[config.mk]
export PLATFORM = sky130hd
export DESIGN_NAME = fetch_stage_flat
export DESIGN_NICKNAME = d
export VERILOG_FILES = /design/src/rtl/ooo_pkg.sv /design/src/rtl/fetch_stage_if.sv /design/src/rtl/fetch_buffer.sv /design/src/rtl/fetch_stage.sv /design/src/flat_wrapper.sv
export SDC_FILE = /design/constraint.sdc
export NUM_CORES = 1
export LEC_CHECK = 0
export ABC_CLOCK_PERIOD_IN_PS = 2500
export BUFFER_PORTS_ARGS = -buffer_cell sky130_fd_sc_hd__buf_2
export CORE_MARGIN = 4
export CORE_UTILIZATION = 50
export DETAILED_ROUTE_END_ITERATION = 7
export GPL_TIMING_DRIVEN = 0
export PLACE_DENSITY_LB_ADDON = 0.1
export SLEW_MARGIN = 20
export SYNTH_ARGS = -nofsm -noshare
export SYNTH_HDL_FRONTEND = slang
export SYNTH_HIERARCHICAL = 1
export SYNTH_SLANG_ARGS = --single-unit
[constraint.sdc]
create_clock -name clk -period 2.5 [get_ports clk]
set_input_delay 0.125 -clock clk [delete_from_list [all_inputs] [get_ports clk]]
set_output_delay 0.125 -clock clk [all_outputs]
set_load 0.005 [all_outputs]
[src/rtl/ooo_pkg.sv]
// ooo_pkg: types and constants shared by the fetch front end.
//   word_t         32-bit machine word
//   fetch_entry_t  {instr, pc} pair held in the fetch output buffer
//   INSTR_BYTES    instruction size in bytes (PC increment)
//   word_align()   clears the byte-offset bits of an address
package ooo_pkg;

  typedef logic [31:0] word_t;

  typedef struct packed {
    word_t instr;
    word_t pc;
  } fetch_entry_t;

  localparam int unsigned INSTR_BYTES = 4;

  function automatic word_t word_align(input word_t addr);
    return addr & ~word_t'(INSTR_BYTES - 1);
  endfunction

endpackage

[src/rtl/fetch_stage_if.sv]
// fetch_stage_if: bus signals between the fetch stage, the instruction
// memory, branch resolution and the decoder.
//   master : fetch stage side (drives imem request and decoder outputs)
//   slave  : environment side (memory, back end, decoder)
//   o_imem_req/o_imem_addr   fetch request and word address
//   i_imem_rdata             instruction word, one cycle after the request
//   i_redirect_valid/_pc     redirect from branch resolution
//   o_valid/o_instruction/o_pc/i_ready  decoder handshake
interface fetch_stage_if;
  import ooo_pkg::*;

  logic  o_imem_req;
  word_t o_imem_addr;
  word_t i_imem_rdata;
  logic  i_redirect_valid;
  word_t i_redirect_pc;
  logic  o_valid;
  word_t o_instruction;
  word_t o_pc;
  logic  i_ready;

  modport master (
    output o_imem_req, o_imem_addr, o_valid, o_instruction, o_pc,
    input  i_imem_rdata, i_redirect_valid, i_redirect_pc, i_ready
  );

  modport slave (
    input  o_imem_req, o_imem_addr, o_valid, o_instruction, o_pc,
    output i_imem_rdata, i_redirect_valid, i_redirect_pc, i_ready
  );

endinterface

[src/rtl/fetch_buffer.sv]
// fetch_buffer: 2-entry FIFO of fetch_entry_t feeding the decoder.
//   clk, rst_n   clock, synchronous active-low reset
//   push/push_data  write one entry (caller guarantees not full)
//   pop          remove head (ignored when empty)
//   flush        discard all entries; has priority over push and pop
//   valid/head   head entry, driven straight from a register
//   occ          current occupancy (0..2)
// A simultaneous push and pop retires the head first, then appends.
module fetch_buffer
  import ooo_pkg::*;
(
  input  logic         clk,
  input  logic         rst_n,
  input  logic         push,
  input  fetch_entry_t push_data,
  input  logic         pop,
  input  logic         flush,
  output logic         valid,
  output fetch_entry_t head,
  output logic [1:0]   occ
);

  fetch_entry_t slot0_q;
  fetch_entry_t slot1_q;
  logic [1:0]   occ_q;
  logic         do_pop;

  assign do_pop = pop && (occ_q != 2'd0);

  // slot0_q is always the head, so the decoder sees registered data
  always_ff @(posedge clk) begin
    if (!rst_n) begin
      occ_q   <= 2'd0;
      slot0_q <= '0;
      slot1_q <= '0;
    end else if (flush) begin
      occ_q <= 2'd0;
    end else begin
      case ({push, do_pop})
        2'b10: begin
          if (occ_q == 2'd0) slot0_q <= push_data;
          else               slot1_q <= push_data;
          occ_q <= occ_q + 2'd1;
        end
        2'b01: begin
          slot0_q <= slot1_q;
          occ_q   <= occ_q - 2'd1;
        end
        2'b11: begin
          if (occ_q == 2'd1) begin
            slot0_q <= push_data;
          end else begin
            slot0_q <= slot1_q;
            slot1_q <= push_data;
          end
        end
        default: ;
      endcase
    end
  end

  assign valid = (occ_q != 2'd0);
  assign head  = slot0_q;
  assign occ   = occ_q;

endmodule

[src/rtl/fetch_stage.sv]
// fetch_stage: instruction fetch front end.
// Holds the PC, issues one word per cycle to a fixed 1-cycle-latency
// instruction memory, buffers responses in fetch_buffer and presents
// {instruction, pc} to the decoder. Redirects flush all wrong-path state.
//   clk, rst_n      clock, synchronous active-low reset
//   fif (master)    imem request/response, redirect, decoder handshake
//   o_stall_cycles  cycles with o_valid && !i_ready (saturating), only
//                   present when FETCH_STALL_CNT_EN is defined
// Parameters: RESET_PC (4-byte aligned), BUF_DEPTH (must be 2).
module fetch_stage
  import ooo_pkg::*;
#(
  parameter word_t RESET_PC  = 32'h0000_0000,
  parameter int    BUF_DEPTH = 2
) (
  input  logic          clk,
  input  logic          rst_n,
  fetch_stage_if.master fif
`ifdef FETCH_STALL_CNT_EN
  ,
  output word_t         o_stall_cycles
`endif
);

  if (BUF_DEPTH != 2) begin : g_bad_depth
    $error("fetch_stage: BUF_DEPTH must be 2");
  end
  if (RESET_PC[1:0] != 2'b00) begin : g_bad_reset_pc
    $error("fetch_stage: RESET_PC must be 4-byte aligned");
  end

  word_t        pc_q;
  word_t        req_pc_q;
  logic         inflight_q;
  logic [1:0]   occ;
  logic [2:0]   credits;
  logic         pop;
  logic         issue;
  logic         push;
  fetch_entry_t head;
  fetch_entry_t push_data;

  assign pop     = fif.o_valid && fif.i_ready;
  assign credits = {1'b0, occ} + {2'b00, inflight_q};

  // Buffered plus in-flight words never exceed the buffer size; a pop in
  // the same cycle frees the slot the new response will need.
  assign issue = rst_n && !fif.i_redirect_valid && ((credits < 3'd2) || pop);
  assign push  = inflight_q && !fif.i_redirect_valid;

  assign push_data = '{instr: fif.i_imem_rdata, pc: req_pc_q};

  always_ff @(posedge clk) begin
    if (!rst_n) begin
      pc_q       <= RESET_PC;
      req_pc_q   <= RESET_PC;
      inflight_q <= 1'b0;
    end else if (fif.i_redirect_valid) begin
      pc_q       <= word_align(fif.i_redirect_pc);
      inflight_q <= 1'b0;
    end else begin
      inflight_q <= issue;
      if (issue) begin
        req_pc_q <= pc_q;
        pc_q     <= pc_q + word_t'(INSTR_BYTES);
      end
    end
  end

  fetch_buffer u_buf (
    .clk       (clk),
    .rst_n     (rst_n),
    .push      (push),
    .push_data (push_data),
    .pop       (pop),
    .flush     (fif.i_redirect_valid),
    .valid     (fif.o_valid),
    .head      (head),
    .occ       (occ)
  );

  assign fif.o_imem_req    = issue;
  assign fif.o_imem_addr   = pc_q;
  assign fif.o_instruction = head.instr;
  assign fif.o_pc          = head.pc;

`ifdef FETCH_STALL_CNT_EN
  word_t stall_q;

  always_ff @(posedge clk) begin
    if (!rst_n) begin
      stall_q <= '0;
    end else if (fif.o_valid && !fif.i_ready && (stall_q != '1)) begin
      stall_q <= stall_q + 32'd1;
    end
  end

  assign o_stall_cycles = stall_q;
`endif

endmodule

[src/flat_wrapper.sv]
// flat-port wrapper written by rule: the top's interface ports become plain ports
module fetch_stage_flat import ooo_pkg::*;
#(
  parameter word_t RESET_PC  = 32'h0000_0000,
  parameter int    BUF_DEPTH = 2
)
  (clk, rst_n, fif_o_imem_req, fif_o_imem_addr, fif_o_valid, fif_o_instruction, fif_o_pc, fif_i_imem_rdata, fif_i_redirect_valid, fif_i_redirect_pc, fif_i_ready);
  fetch_stage_if fif_i ();
  input  logic clk;
  input  logic rst_n;
  output wire logic [$bits(fif_i.o_imem_req)-1:0] fif_o_imem_req;
  output wire logic [$bits(fif_i.o_imem_addr)-1:0] fif_o_imem_addr;
  output wire logic [$bits(fif_i.o_valid)-1:0] fif_o_valid;
  output wire logic [$bits(fif_i.o_instruction)-1:0] fif_o_instruction;
  output wire logic [$bits(fif_i.o_pc)-1:0] fif_o_pc;
  input wire logic [$bits(fif_i.i_imem_rdata)-1:0] fif_i_imem_rdata;
  input wire logic [$bits(fif_i.i_redirect_valid)-1:0] fif_i_redirect_valid;
  input wire logic [$bits(fif_i.i_redirect_pc)-1:0] fif_i_redirect_pc;
  input wire logic [$bits(fif_i.i_ready)-1:0] fif_i_ready;
  assign fif_o_imem_req = fif_i.o_imem_req;
  assign fif_o_imem_addr = fif_i.o_imem_addr;
  assign fif_o_valid = fif_i.o_valid;
  assign fif_o_instruction = fif_i.o_instruction;
  assign fif_o_pc = fif_i.o_pc;
  assign fif_i.i_imem_rdata = fif_i_imem_rdata;
  assign fif_i.i_redirect_valid = fif_i_redirect_valid;
  assign fif_i.i_redirect_pc = fif_i_redirect_pc;
  assign fif_i.i_ready = fif_i_ready;
  fetch_stage #(.RESET_PC(RESET_PC), .BUF_DEPTH(BUF_DEPTH)) u_core (.clk(clk), .rst_n(rst_n), .fif(fif_i));
endmodule
==> key figures <==
Outcome
  – Status: complete, no violations

Global routing
  – Initial antenna violation count: 0
  – Gr ovfl total: 0
  – GRT Total Usage: 25.0%
  – First-pass GRT wire length: 37600 um
  – Largest net degree at the start of global routing: 17
  – Vias in the first global route: 7471

Placement
  – Final HPWL DP: 16500 um
  – Number of port buffers: 161
  – Routability cong.: 0.891
  – Dpl cell area: 0.00935 mm^2
  – DP Worst Slack: -0.206 ns

Floorplan
  – Initial core utilization: 51.4%
  – Die Y: 137 um
  – # rows: 46
  – Die footprint: 0.0186 mm^2
  – IO Pins: 166
  – Core area: 0.0161 mm^2
  – Die width: 137 um

Worst hold path
  – Hold Path Class: in -> reg
  – Hold endpoint: u_core/fif.o_imem_addr[14]
  – WHS Path Cells: 3
  – Critical hold path startpoint: fif_i_redirect_pc[14]

Setup path
  – FF-to-FF setup slack: 0.13 ns
  – Worst R2R Path Depth: 5
  – Worst R2R Start: u_core/fif.o_imem_addr[13]
  – CP Class: reg -> reg
  – Critical path arrival: 2.69 ns
  – CP startpoint: u_core/fif.o_imem_addr[13]
  – Critical R2R Capture: u_core/fif.o_imem_addr[28]
  – Critical path endpoint category: register
  – WP data required: 2.82 ns
  – Crit Path Max Fanout: 7
  – Setup crit start kind: register

Logic synthesis
  – Yosys reg bits: 191
  – Library cells used by synthesis: 55
  – Synth top area share: 46.3%
  – Most frequent cell after synthesis: nand2_1
  – Largest area contributor in the netlist: dfxtp_1
  – Post-Syn Area: 0.00826 mm^2
  – Dominant synthesized flop cell: dfxtp_1
  – Post-synthesis sequential area ratio: 46.3%
  – Synth Warn #: 6
  – Mean Syn Cell Area: 7.87 um^2
  – Syn Inst Count: 1050
  – Top cells by area, synth: dfxtp_1 (46%), nand2_1 (15%), a31oi_1 (5.5%)
  – Ys async rst share: 0%
  – Post-synth top cells: nand2_1 (332), dfxtp_1 (191), a31oi_1 (73), o21ai_0 (70), o21ai_1 (57)
  – Number of enable flip-flop cells after synthesis: 0

Finish
  – Post-route cell area: 0.0105 mm^2
  – Synth-to-layout area growth: 27.6%
  – ANT cells: 0
  – Layout cell share with drive strength beyond 1: 19.7%
  – NumNets Final: 1362

Timing
  – Worst-Margin Slew: 0.952 ns
  – Slew margin rel.: 36.0%
  – Setup TNS: 0 ns
  – Skew final: 0.00948 ns
  – RSZ-0062 raised after global routing: false
  – Period utilisation layout: 94.9%
  – Final setup vio count: 0
  – F_max: 421 MHz
  – Final WS setup: 0.128 ns
  – Pins Over Slew Limit: 0
  – Fin crit period: 2.37 ns
  – Final hold violation count: 0

Route
  – Routed WL: 23900 um
  – Via density: 5.44
  – Drt drc: 0
  – DR pass1 iterations: 7
  – Iteration-0 DRC Markers: 507
  – Drt wl/cell: 15.7 um
  – ANT nets after route: 0
  – DR vias: 8261

Clock tree
  – Root buf cell: clkbuf_16
  – Cts bufs inserted: 17
  – CTS H-tree depth: 4
  – Clock transition at path regs: 0.07 ns
  – Bufs on Longest Clock Path: 2
  – CTS tree: done
  – Sink Count: 191
  – Clock Latency Late Sink: 0.43 ns

Power and ir drop
  – Combinational Power Share: 8.5%
  – VDD IR max: 459 uV
  – Clock power frac: 42.3%
  – Sw Ratio: 23.1%
  – PD cells: 624 mW/mm^2
  – Reg power frac: 49.3%
  – Tot Pwr: 6580 uW
  – Internal power: 5060 uW
  – Switching pwr: 1520 uW
  – Leak pwr: 0.00415 uW

Job
  – Max_cap viols: 0
## final cells by class
type,count,area (um^2)
clock buffer,23,478
fill,1432,5520
tap,216,270
clock inverter,9,131
inverter,8,32.5
buffer,84,430
sequential,191,3830
multi-input combinational,772,4030
timing repair buffer,215,1340
## how the worst max path moves through the flow
stage                     slack [ns]  cells after the start                         end
after floorplan                 0.41                      8  u_core/fif.o_imem_addr[15]
after global placement         -0.16                      9         u_core/req_pc_q[20]
after detailed placement       -0.21                      9         u_core/req_pc_q[18]
after CTS                      -0.06                      7              fif_o_imem_req
after global routing           0.004                      5  u_core/fif.o_imem_addr[29]
final                           0.13                      5  u_core/fif.o_imem_addr[28]
## flip-flops by register name (all words and copies together), names as in the netlist
name and cells:
u_core/fif.o_imem_addr 30, u_core/u_buf/head 64, u_core/u_buf/slot1_q 64, u_core/u_buf/occ 2
u_core/inflight_q 1, u_core/req_pc_q 30
## power groups by stage
stage | Sequential [uW] | Clock (uW) | Combinational, uW
after CTS | 3240 | 2820 | 545
final | 3240 | 2780 | 556
after global routing | 3250 | 2940 | 616
after global placement | 3310 | 0 | 477
after detailed placement | 3310 | 0 | 481
after floorplan | 3280 | 0 | 263
## per-stage QoR
step	hold WS (ns)	utilization (%)	cells
2_1_floorplan	0.260	-	1055
5_1_grt	0.0214	65.6	1518
6_report	0.0178	65.6	1518
4_1_cts	0.00808	65.2	1514
3_5_place_dp	0.385	58.3	1432
3_3_place_gp	0.382	58.3	1432
## logic make-up after synthesis
logic type,after synthesis,synth area share (%)
other,1,0.0454
buffers and inverters,92,5.29
xor gates and xnor gates,7,0.742
adders and majority gates,5,0.757
AOI/OAI and AO/OA,317,23.8
DFF,191,46.3
and+or+nand+nor,436,23.0
muxes,1,0.121
## critical path: stages (launching register included)
cell and delay (ns):
dfxtp_1 0.51, nand4_1 0.33, or4_1 0.54, buf_2 0.18, or4_1 0.54, and3_1 0.16
## repair_timing
action,in CTS,in global routing
hold buffers,50,0
pin swaps,1,2
setup buffers,0,4
endpoints found under the hold margin,82,0
endpoints found under the setup margin,103,143
gates resized for setup,7,23
## layer usage
layer,share of wire [%],up-vias,GRT usage [%]
met4,1.1,0,6.16
met3,6.9,21,4.78
met5,0,-,0
met1,45,3826,33.6
li1,-,4128,-
met2,47,286,41.6
## cell usage in the layout, fill, tap and decap left out, types with 17 or more instances in the layout
master | synthesis | final
a21boi_0 | 30 | 30
clkbuf_1 | 47 | 40
dlygate4sd3_1 | 0 | 50
o21ai_0 | 70 | 70
nand2_1 | 332 | 331
buf_4 | 14 | 19
a21boi_1 | 35 | 35
dfxtp_1 | 191 | 189
buf_2 | 19 | 178
clkbuf_16 | 0 | 17
a31oi_1 | 73 | 73
o21ai_1 | 57 | 57
Note: power is estimated with default switching activity, not from simulation.
